[src/rtl/dsi_payload_loader.sv]
// dsi_payload_loader
//   Feeds the DSI TX payload FIFO for one transfer at a time. The order is a
//   leading command byte (the sender discards it), then N payload bytes from a
//   valid/ready source, then the CRC-16 of the payload, low byte first. After
//   that it requests the sender with write_cmd_o and waits for the finish_i
//   handshake to complete.
//
// Ports
//   byte_clock_o   in   byte clock from the frame sender (rising edge)
//   reset_i        in   asynchronous, active-high reset
//   start_i        in   transfer request, sampled only when idle
//   cmd_code_i     in   sender ROM start address; also the leading FIFO byte
//   payload_len_i  in   payload byte count N, sampled with start_i
//   src_data_i     in   payload byte
//   src_valid_i    in   payload byte valid
//   src_ready_o    out  payload byte accepted on src_valid_i && src_ready_o
//   fifo_wdata_o   out  registered FIFO write data
//   fifo_wr_en_o   out  registered FIFO write strobe
//   fifo_afull_i   in   FIFO has at most one free entry
//   command_o      out  command for the sender
//   write_cmd_o    out  command request to the sender
//   finish_i       in   sender idle/finished flag
//   busy_o         out  high whenever not idle
//   error_o        out  one-cycle pulse when N exceeds MAX_PAYLOAD
//   crc_o          out  CRC of the last completed payload
module dsi_payload_loader #(
  parameter int unsigned MAX_PAYLOAD = 508,
  parameter logic [15:0] CRC_INIT    = 16'hFFFF
) (
  input  logic        byte_clock_o,
  input  logic        reset_i,
  input  logic        start_i,
  input  logic [7:0]  cmd_code_i,
  input  logic [8:0]  payload_len_i,
  input  logic [7:0]  src_data_i,
  input  logic        src_valid_i,
  output logic        src_ready_o,
  output logic [7:0]  fifo_wdata_o,
  output logic        fifo_wr_en_o,
  input  logic        fifo_afull_i,
  output logic [7:0]  command_o,
  output logic        write_cmd_o,
  input  logic        finish_i,
  output logic        busy_o,
  output logic        error_o,
  output logic [15:0] crc_o
);

  typedef enum logic [2:0] {
    IDLE, CMD, PAYLOAD, CRC_L, CRC_H, ISSUE, WAIT_DONE
  } state_t;

  localparam logic [9:0] MAX_LEN = 10'(MAX_PAYLOAD);

  state_t      state_q, state_d;
  logic [8:0]  len_q, len_d;
  logic [15:0] crc_q, crc_d;
  logic [15:0] crc_out_q, crc_out_d;
  logic [7:0]  command_q, command_d;
  logic [7:0]  fifo_wdata_q, fifo_wdata_d;
  logic        fifo_wr_en_q, fifo_wr_en_d;
  logic        write_cmd_q, write_cmd_d;
  logic        error_q, error_d;
  logic        src_ready;

  // Reflected CRC-16 (poly 0x8408), one whole byte per cycle, LSB first.
  function automatic logic [15:0] crc_byte(input logic [15:0] c, input logic [7:0] b);
    logic [15:0] r;
    r = c ^ {8'h00, b};
    for (int unsigned i = 0; i < 8; i++) begin
      r = r[0] ? ((r >> 1) ^ 16'h8408) : (r >> 1);
    end
    return r;
  endfunction

  always_comb begin
    state_d      = state_q;
    len_d        = len_q;
    crc_d        = crc_q;
    crc_out_d    = crc_out_q;
    command_d    = command_q;
    fifo_wdata_d = fifo_wdata_q;
    fifo_wr_en_d = 1'b0;
    write_cmd_d  = 1'b0;
    error_d      = 1'b0;
    src_ready    = 1'b0;
    case (state_q)
      IDLE: begin
        if (start_i) begin
          if ({1'b0, payload_len_i} > MAX_LEN) begin
            error_d = 1'b1;
          end else begin
            command_d = cmd_code_i;
            len_d     = payload_len_i;
            crc_d     = CRC_INIT;
            state_d   = CMD;
          end
        end
      end
      CMD: begin
        if (!fifo_afull_i) begin
          fifo_wr_en_d = 1'b1;
          fifo_wdata_d = command_q;
          state_d      = (len_q == '0) ? CRC_L : PAYLOAD;
        end
      end
      PAYLOAD: begin
        src_ready = !fifo_afull_i;
        if (src_valid_i && !fifo_afull_i) begin
          fifo_wr_en_d = 1'b1;
          fifo_wdata_d = src_data_i;
          crc_d        = crc_byte(crc_q, src_data_i);
          len_d        = len_q - 9'd1;
          if (len_q == 9'd1) state_d = CRC_L;
        end
      end
      CRC_L: begin
        if (!fifo_afull_i) begin
          fifo_wr_en_d = 1'b1;
          fifo_wdata_d = crc_q[7:0];
          state_d      = CRC_H;
        end
      end
      CRC_H: begin
        if (!fifo_afull_i) begin
          fifo_wr_en_d = 1'b1;
          fifo_wdata_d = crc_q[15:8];
          crc_out_d    = crc_q;
          state_d      = ISSUE;
        end
      end
      ISSUE: begin
        // The request is raised on the first ISSUE edge; only a low finish_i
        // seen while the request is already visible releases it, so the
        // sender always gets at least one cycle of write_cmd_o.
        if (write_cmd_q && !finish_i) begin
          state_d = WAIT_DONE;
        end else begin
          write_cmd_d = 1'b1;
        end
      end
      WAIT_DONE: begin
        if (finish_i) state_d = IDLE;
      end
      default: state_d = IDLE;
    endcase
  end

  always_ff @(posedge byte_clock_o or posedge reset_i) begin
    if (reset_i) begin
      state_q      <= IDLE;
      len_q        <= '0;
      crc_q        <= CRC_INIT;
      crc_out_q    <= '1;
      command_q    <= '0;
      fifo_wdata_q <= '0;
      fifo_wr_en_q <= 1'b0;
      write_cmd_q  <= 1'b0;
      error_q      <= 1'b0;
    end else begin
      state_q      <= state_d;
      len_q        <= len_d;
      crc_q        <= crc_d;
      crc_out_q    <= crc_out_d;
      command_q    <= command_d;
      fifo_wdata_q <= fifo_wdata_d;
      fifo_wr_en_q <= fifo_wr_en_d;
      write_cmd_q  <= write_cmd_d;
      error_q      <= error_d;
    end
  end

  assign src_ready_o  = src_ready;
  assign fifo_wdata_o = fifo_wdata_q;
  assign fifo_wr_en_o = fifo_wr_en_q;
  assign command_o    = command_q;
  assign write_cmd_o  = write_cmd_q;
  assign busy_o       = (state_q != IDLE);
  assign error_o      = error_q;
  assign crc_o        = crc_out_q;

endmodule

[config.mk]
export PLATFORM = sky130hd
export DESIGN_NAME = dsi_payload_loader
export DESIGN_NICKNAME = d
export VERILOG_FILES = /design/src/rtl/dsi_payload_loader.sv
export SDC_FILE = /design/constraint.sdc
export NUM_CORES = 1
export LEC_CHECK = 0
export BUFFER_PORTS_ARGS = -buffer_cell sky130_fd_sc_hd__buf_2
export CORE_AREA = 10 10 92 94
export CTS_CLUSTER_SIZE = 30
export DETAILED_ROUTE_END_ITERATION = 10
export DIE_AREA = 0 0 102 104
export PLACE_DENSITY_LB_ADDON = 0.25
export SYNTH_ARGS = -nofsm -noshare
export SYNTH_HDL_FRONTEND = slang
export SYNTH_SLANG_ARGS = --single-unit
[constraint.sdc]
create_clock -name byte_clock_o -period 2.1 [get_ports byte_clock_o]
set_clock_uncertainty 0.2 [all_clocks]
set_input_delay 0 -clock byte_clock_o [delete_from_list [all_inputs] [get_ports byte_clock_o]]
set_output_delay 0 -clock byte_clock_o [all_outputs]
set_load 0.005 [all_outputs]
==> results.txt <==
In this run, CTS created clock tree buffers numbering 9. Setup repair after global routing left no endpoint under its margin. The core area came out at approximately 0.0067 mm2. The number of sinks on the clock net came out at 63. Counting I/O delays and the setup requirement, the final critical path takes approximately 2000 ps. In the layout the commonest cells are 67 x sky130_fd_sc_hd__buf_2, 32 x sky130_fd_sc_hd__dfstp_2, 31 x sky130_fd_sc_hd__dfrtp_1, 30 x sky130_fd_sc_hd__dlygate4sd3_1, 24 x sky130_fd_sc_hd__mux2_2.

The weighted congestion at the end of routability-driven global placement is slightly below 0.9. The number of max-cap violations is 0. The actual transition at the worst max-transition pin came out at 407 ps. The fraction of final layout cells sized beyond drive strength 1 came out at 0.426. The number of instances in the synthesized netlist came out at approximately 290.

Summing over every cut layer, the via total after detailed routing is 2662. The antenna violation net count after detailed routing came out at 0. TritonCTS built the clock tree.

The number of slew-limit violations in the final report was 0. The deepest clock path buffer count came out at 2. The register clock-pin slew on the reported worst setup and hold paths came out at approximately 80 ps. The largest net degree at the start of global routing is between 60 and 70. The number of enable-type register cells in the synthesized netlist came out at 0.

The final reports fail on hold timing. The die covers about 0.011 mm2. The critical path is of the flop to flop type. The Yosys step of the flow raised 0 warnings. The number of vias per cell after detailed routing is 5.53.

Before antenna repair, the detailed router went through 4 iterations. The total length of routed wires came out at between 8000 and 9000 um. The worst setup path is captured at a flop.

The total of endpoints with negative setup slack in the final report is 0. The standard-cell row count is 30. Summed over all layers, the global routing overflow is 0.

The number of nets produced by synthesis came out at around 320. The signal on the critical path passes through buf_4, inv_1, o41ai_1, dlygate4sd3_1. The run finished, with violations left. The delay of the slowest cell on the worst path is 590 ps. In this run the worst path has a maximum fanout of 12. Pin placement for this block handled 68 I/O pins. The via count of the first global-routing pass was around 2800.

The arrival time at the worst endpoint is roughly 2000 ps. VDD sags by at most ~750 uV. From synthesis to final layout, the design area changed by 32.1%. The kind of cell with the highest combined delay along the critical path is buffers and inverters. Among all stages on the critical path, the largest delay is contributed by sky130_fd_sc_hd__dlygate4sd3_1.

The detailed placer's ending HPWL is 5870 um. The count of buffering cells on the critical path with inverters included came out at 3. Across every metal layer, demand over resource in global routing totals 0.162.

Leaving out fill and tap cells, the most frequent cell in the layout is sky130_fd_sc_hd__buf_2. The most used flip-flop cell after synthesis is sky130_fd_sc_hd__dfstp_2. The worst-skew pair later-pin latency is 340 ps. The synthesized netlist occupies a cell area of around 0.0032 mm2. The accumulated negative setup slack is 0 ps.

The worst setup path is launched from a flop. The number of hold violations in the final report is 4. The final routed wire length divided by cell count is 17.3 um.

The repair_antennas step left the layout with diodes totalling 0. The initial core utilization is 0.481. Dividing the final minimum period by the clock period gives 0.931. The power consumption came out at between 6 and 7 mW. The post-synthesis cell type count is between 40 and 50. The number of antenna violations at the first check in global routing was 0.

Measured along the y axis, the die boundary spans between 100 and 150 um. The mean instance size in the synthesized netlist is between 10 and 15 um2. The core utilization of the finished layout came out at 0.635. Of the synthesized area, sequential elements account for 0.503.

On the final layout, the worst hold slack is -34.4 ps. In this run the power density over the cells is roughly 1500 mW/mm2. The final net count came out at 430. The post-synthesis sequential element count is 63.

The maximum level of the CTS H-tree is 3. The die is around 100 um wide. The share of flip-flops with an asynchronous set or reset after synthesis came out at 1.00. In this run the tightest slew margin relative to its limit is 0.722. For this design the static power due to leakage is 1.83 nW.

The highest clock frequency the design can meet came out at about 510 MHz. The number of setup buffers added after CTS is 0. At the worst endpoint, the required time is roughly 2200 ps. The global-route wire length before repair came out at between 10000 and 15000 um. The total of buffers placed on input and output ports is between 60 and 70. The CTS root buffer is sky130_fd_sc_hd__clkbuf_8.

The DRC violation count after routing is 0. The worst hold path belongs to the class primary input to flop. After the first detailed-routing iteration, the DRC count stood at roughly 180.
## sequential cells by signal (all words and copies together) (netlist names)
| signal | cells |
|---|---|
| error_o | 1 |
| crc_o | 16 |
| len_q | 9 |
| write_cmd_o | 1 |
| fifo_wr_en_o | 1 |
| crc_q | 16 |
| command_o | 8 |
| fifo_wdata_o | 8 |
| state_q | 3 |
## final cells by class
cell class              instances  area (um2)
fillers                       541        2440
multi-input cells             198        1500
inverters                       8        30.0
flip-flops and latches         63        1620
clock buffers                  10         138
clock inverters                 6        43.8
well taps                      80         100
repair buffers                116         816
## final timing paths
path | start | end | slack (ps) | cells after the start
setup / recovery | state_q[0]$_DFFE_PP0P_ | state_q[2]$_DFFE_PP0P_ | 140 | 4
hold / removal | src_valid_i | len_q[7]$_DFFE_PP0P_ | -30 | 4
max in group asynchronous | reset_i | crc_q[6]$_DFFE_PP1P_ | 1310 | 4
min in group asynchronous | reset_i | len_q[7]$_DFFE_PP0P_ | 50 | 4
hold reg to reg | fifo_wdata_o[2]$_DFFE_PP0P_ | fifo_wdata_o[2]$_DFFE_PP0P_ | 280 | 2
setup reg to reg | state_q[0]$_DFFE_PP0P_ | state_q[2]$_DFFE_PP0P_ | 140 | 4
## logic make-up (layout without fill, tap and decap cells)
kind of cell	after synthesis	after routing	share of synthesized area
flops	63	63	0.503
fa+ha+maj	3	3	0.0117
buf+inv	24	140	0.0374
mux	33	33	0.112
simple gates	62	62	0.0977
xor+xnor	24	24	0.0654
compound gates	76	76	0.173
## cells in the mapped netlist (all sizes together) (2+ instances only)
cell type / count / area (um2)
ha: 3 / 37.5
a221oi: 8 / 70.1
clkbuf: 4 / 15.0
nor3: 7 / 35.0
xor2: 14 / 123
nand2: 14 / 55.1
dfrtp: 31 / 776
nor2b: 3 / 18.8
nand3: 6 / 30.0
o32ai: 2 / 17.5
a22oi: 2 / 15.0
dfstp: 32 / 841
o21ai: 21 / 105
o22a: 17 / 149
and2: 2 / 12.5
inv: 8 / 30.0
nor2: 18 / 67.6
mux2: 24 / 270
nand2b: 3 / 18.8
a31oi: 2 / 18.8
xnor2: 10 / 87.6
mux2i: 9 / 90.1
buf: 12 / 75.1
a21oi: 13 / 65.1
## metrics by stage
stage               instance area, um2  setup slack, ps  std cells
floorplan                         3210              281        285
global placement                  3740              138        435
detailed placement                3740              129        435
CTS                               4220              106        481
global route                      4250             23.1        481
finish                            4250              145        481
## layer usage
metal / up-vias / GRT usage / wire [um]
li1: 1267 / - / -
met1: 1315 / 0.200 / 3620
met2: 70 / 0.264 / 4180
met3: 10 / 0.0412 / 391
met4: 0 / 0.0575 / 115
met5: - / 0 / 0
## power breakdown
group          internal (mW)  leakage [nW]  switching [mW]  total, mW
registers               1.95         0.712           0.471       2.43
clock network          0.464        0.0926           0.509      0.973
logic                   1.42          1.03            1.37       2.79
total                   3.84          1.83            2.35       6.19
## repair_timing
action	4_1_cts	5_1_grt
endpoints found under the hold margin	94	0
gates resized for setup	0	6
endpoints found under the setup margin	0	33
hold buffers	30	0
## worst reg2reg max path: stages, from the launching register on
cell and delay, ps:
sky130_fd_sc_hd__dfrtp_1 420, sky130_fd_sc_hd__buf_4 230, sky130_fd_sc_hd__inv_1 110, sky130_fd_sc_hd__o41ai_1 350, sky130_fd_sc_hd__dlygate4sd3_1 590
Power figures use the tool's default switching activity.
